$ cat config.mk
export PLATFORM = sky130hd
export DESIGN_NAME = byte_frame_collector
export DESIGN_NICKNAME = d
export VERILOG_FILES = /design/src/rtl/byte_frame_collector.sv
export SDC_FILE = /design/constraint.sdc
export NUM_CORES = 1
export LEC_CHECK = 0
export ABC_CLOCK_PERIOD_IN_PS = 3400
export CELL_PAD_IN_SITES_DETAIL_PLACEMENT = 0
export CELL_PAD_IN_SITES_GLOBAL_PLACEMENT = 2
export CORE_ASPECT_RATIO = 1.1
export CORE_MARGIN = 1.5
export CORE_UTILIZATION = 33
export CTS_CLUSTER_SIZE = 20
export DETAILED_ROUTE_END_ITERATION = 12
export GPL_TIMING_DRIVEN = 0
export PLACE_DENSITY = 0.95
export SLEW_MARGIN = 20
export SYNTH_ARGS = -nofsm -noshare
export SYNTH_HDL_FRONTEND = slang
export SYNTH_SLANG_ARGS = --single-unit
$ cat constraint.sdc
create_clock -name clk -period 3.4 [get_ports clk]
set_clock_uncertainty 0.2 [all_clocks]
set_input_delay 0.51 -clock clk [delete_from_list [all_inputs] [get_ports clk]]
set_output_delay 0.51 -clock clk [all_outputs]
set_load 0.05 [all_outputs]
$ cat src/rtl/byte_frame_collector.sv
// Packs N_BYTES stream bytes into the adder operand bus, waits one settle cycle, then registers the sum.
// Optional early frame close via in_last when COLLECT_LAST_EN is defined.
module byte_frame_collector #(
    parameter int N_BYTES = 10,
    parameter int W       = 8
) (
    input  logic                 clk,
    input  logic                 rst_n,
    input  logic                 in_valid,
    output logic                 in_ready,
    input  logic [W-1:0]         in_data,
`ifdef COLLECT_LAST_EN
    input  logic                 in_last,
`endif
    output logic [N_BYTES*W-1:0] frame_data,
    input  logic [12:0]          sum_in,
    output logic                 out_valid,
    input  logic                 out_ready,
    output logic [12:0]          out_sum,
    output logic [3:0]           out_count,
    output logic [1:0]           state_dbg
);

    // Handshakes: a transfer happens on a rising edge where valid && ready are both high;
    // a source holds valid and its payload stable until that edge, ready never depends on valid.

    typedef enum logic [1:0] {
        FILL = 2'd0,
        SUM  = 2'd1,
        OUT  = 2'd2
    } state_t;

    state_t     state;
    logic [3:0] idx;
    logic       accept;
    logic       last_byte;
    logic       close_frame;

    assign in_ready  = (state == FILL);
    assign accept    = in_valid && in_ready;
    assign state_dbg = state;

`ifdef COLLECT_LAST_EN
    assign last_byte = in_last;
`else
    assign last_byte = 1'b0;
`endif

    assign close_frame = accept && ((idx == 4'(N_BYTES - 1)) || last_byte);

    always_ff @(posedge clk or negedge rst_n) begin
        if (!rst_n) begin
            state      <= FILL;
            idx        <= 4'd0;
            frame_data <= '0;
            out_sum    <= 13'd0;
            out_count  <= 4'd0;
            out_valid  <= 1'b0;
        end else begin
            case (state)
                FILL: begin
                    if (accept) begin
                        for (int k = 0; k < N_BYTES; k++) begin
                            if (idx == 4'(k)) begin
                                frame_data[k*W +: W] <= in_data;
                            end
                        end
                        // idx doubles as the accepted-byte count once the frame closes
                        idx <= idx + 4'd1;
                        if (close_frame) begin
                            state <= SUM;
                        end
                    end
                end
                SUM: begin
                    out_sum   <= sum_in;
                    out_count <= idx;
                    out_valid <= 1'b1;
                    state     <= OUT;
                end
                OUT: begin
                    if (out_valid && out_ready) begin
                        out_valid  <= 1'b0;
                        frame_data <= '0;
                        idx        <= 4'd0;
                        state      <= FILL;
                    end
                end
                default: begin
                    state <= FILL;
                end
            endcase
        end
    end

endmodule

== After elaboration in Yosys (flattened, before gate mapping) ==
Cells that the tools add are included.
Cells by class
  $add $sub $neg: 1
  eq/ne operators: 24
  multiplexer cells: 22
  reduce and logical (&&, ||, !) cells: 20
Operators with widths (number)
  $mux W80: 2
  $pmux W80 S2: 1
  $mux W8: 10
  $reduce_and A4 Y1: 10
  $ne A2 B1 Y1 const B: 12
  $eq A4 B3 Y1 const B: 4
  $eq A4 B2 Y1 const B: 2
  $eq A4 B4 Y1 const B: 2
  $mux W4: 2
  $pmux W4 S2: 1
  $mux W2: 3
  $pmux W2 S3: 1
  $reduce_and A3 Y1: 2
  $add A4 B1 Y4 const B: 1
  $eq A4 B1 Y1 const B: 1
  $logic_not A4 Y1: 1
  $reduce_bool A2 Y1: 2
  $logic_and A1 B1 Y1: 3
  $eq A2 B1 Y1 const B: 1
  $eq A2 B2 Y1 const B: 1
  $logic_not A2 Y1: 1
  $ne A2 B2 Y1 const B: 1
  $pmux W1 S2: 1
  $reduce_and A2 Y1: 1
  $mux W1: 1
Word-level totals
  register bits: 104
  input bits: 25
  output and inout bits: 101

== Logic depth before layout (Yosys ltp) ==
  depth after elaboration: 6
  depth in mapped cells: 6
  mapped depth without buffers: 5

== Worst setup path after synthesis ==
OpenSTA, ideal clock, no wires.
  kind: register to output
  start point: register state[1] (netlist: state_dbg[1])
  end point: output port in_ready
  data arrival time: 1.496 ns
  data required time: 2.690 ns
  path slack: 1.194 ns
  cell stages (with the launch flop): 3
  path buffers: 1
  cell sequence: dfrtp_1 > buf_2 > nor2_1
Between the ends
  cells in the longest elaborated chain, start to end: 1
Ends and longest elaborated chain
  start: declaration: RTL line 33  | state_t state;
  start signal: assignment: RTL line 53  | state <= FILL;
  start signal: assignment: RTL line 71  | state <= SUM;
  start signal: assignment: RTL line 79  | state <= OUT;
  $logic_not A2 Y1: RTL line 39  | assign in_ready = (state == FILL);
  end: declaration: RTL line 10  | output logic in_ready,
No other way between the ends.

== Final worst setup path ==
Same ends and word-level chain as after synthesis.

==> results.cfg <==
[clock_tree]
cts_resized = 0
postCtsSetupBuffers = 0
cts.sinks = 104
clk_pin_slew_ns = 0.07
cts_tree = yes
ctsHoldBuffers = 1
numCtsBuffers = 9
root_buffer = clkbuf_16
htree_levels = 3
cts_buffer_depth = 2
clk_latency_ns = 0.34

[grt]
globalRoute.totalOverflow = 0
grt_pass1_vias = 3210
grt_pass1_wl_microns = 18000
track_usage = 0.167
antenna_found_initial = 0
grt_max_degree = 83

[finish]
multi_input_area_sq_um = 1730
n_fill_cell = 1242
seq_area_sq_um = 2600
final_common_cell = clkdlybuf4s50_1
post-route-util = 0.472
area_growth_pct = 39.9
antenna_cells = 0
drive_above_1_share = 0.121
final_cell_mix = clkdlybuf4s50_1 (123), dfrtp_1 (104), nand2_1 (96)
layout.nets = 530
final_cells = 667

[setup_path]
path_class = reg -> out
cp_num_buf_inv = 2
critPathSlowestCell = clkdlybuf4s50_1
end_kind = output pin
path_max_fanout = 10
crit_chain = buf_2 > nor2_1 > clkdlybuf4s50_1
cp.required_ns = 2.69
startpoint_type = register
crit_arrival_ns = 1.93
worst_path_largest_cell_delay_ns = 0.81
cp_top_family = buffers and inverters

[hold_path]
min_path_type = reg -> reg

[placement]
gp_congestion = 0.752
hpwl_microns = 8010
placedCellCount = 650
io_buffers = 124

[sta]
max-slew-margin-rel = 0.587
rsz0062_at_grt = no
final.min_clock_period_ns = 2.64
final.period_utilization = 0.777
fmax_ghz = 0.379
slew_viol_final = 0
worst_pin_slew_ns = 0.618
final-hold-violation-count = 0
finalSetupViolCount = 0
finalSetupTns_ns = 0

[synthesis]
avgSynthCellArea_sq_um = 12.3
yosys.area.top_type = dfrtp_1
yosysTopAreaCellShare = 0.583
ys_seq_area_frac = 0.583
ys.flop_type = dfrtp_1
synth_edf_count = 0
synth_warnings = 0
yosys_register_bits = 104
syn_nets = 393
yosysUniqueCellTypes = 29
netlist_instances = 364
async_flop_share = 1.00
yosys-top-cells-area = dfrtp_1 (58%), mux2i_1 (18%), nand2_1 (8.1%)
syn_area_sq_um = 4460

[route]
num_vias = 3171
drt_first_pass_iters = 4
routed_wl_microns = 11500
ant_nets = 0
drt_iter0_markers = 130
vias_per_cell = 4.75
routedWlPerCell_microns = 17.3
drc = 0

[die]
die_area_sq_um = 14200
rows = 44
core_sq_um = 13200
dieWidth_microns = 114
ioPinCount = 126
start_util = 0.338
die_h_microns = 125

[flow_run]
drv_cap = 0

[status]
outcome = complete, no violations
==> routing by layer <==
metal	vias up	wire length (microns)	GRT usage	part of all wire
met5	-	0	0	0
met4	0	201	0.0684	0.017
met3	12	518	0.0262	0.045
li1	1498	-	-	-
met2	82	5460	0.260	0.47
met1	1579	5350	0.232	0.46
==> cells by family after synthesis <==
group,synth area share
buf+inv,0.0283
flops,0.583
compound gates,0.00897
mux,0.227
simple gates,0.141
fa+ha+maj,0.0112
==> metrics by stage <==
stage | worst slack, ns | hold slack, ns | cell area, sq um
floorplan | 1.19 | 0.0144 | 4460
global placement | -2.26 | 0.290 | 5900
detailed placement | 1.05 | 0.188 | 5930
CTS | 0.741 | 0.310 | 6240
global route | 0.689 | 0.320 | 6240
finish | 0.759 | 0.305 | 6240
==> final timing paths <==
check                      depth (start not counted)    startpoint        endpoint  slack [ns]
min reg2reg                                        1   out_sum[11]     out_sum[11]        0.31
max in group asynchronous                          3         rst_n  frame_data[57]        1.94
max                                                3  state_dbg[1]        in_ready        0.76
min                                                1   out_sum[11]     out_sum[11]        0.31
min in group asynchronous                          2         rst_n      out_sum[2]        0.39
max reg2reg                                        5  state_dbg[0]  frame_data[12]        1.23
==> registers in the layout (all words and copies together), names as in the netlist <==
register,flops
frame_data,80
idx,4
out_count,4
out_sum,13
out_valid,1
state_dbg,2
==> synth_stat cells, drive strengths merged, types with 2 or more instances <==
cell type	instances
dfrtp	104
nand2	96
mux2i	82
mux2	17
buf	13
inv	12
nor2	11
ha	4
clkbuf	3
nand3	3
nand4	3
o21ai	3
a21oi	2
or4b	2
==> layout make-up <==
type / instances / share of cell area
clock buffer: 12 / 0.0395
multi-input combinational: 232 / 0.278
buffer: 16 / 0.0130
sequential: 104 / 0.417
tap: 161 / 0.0323
clock inverter: 4 / 0.00822
timing repair buffer: 126 / 0.205
inverter: 12 / 0.00722
Power is not shown: default switching activity piles up to over one toggle a cycle in this logic, so the estimate is an artifact.
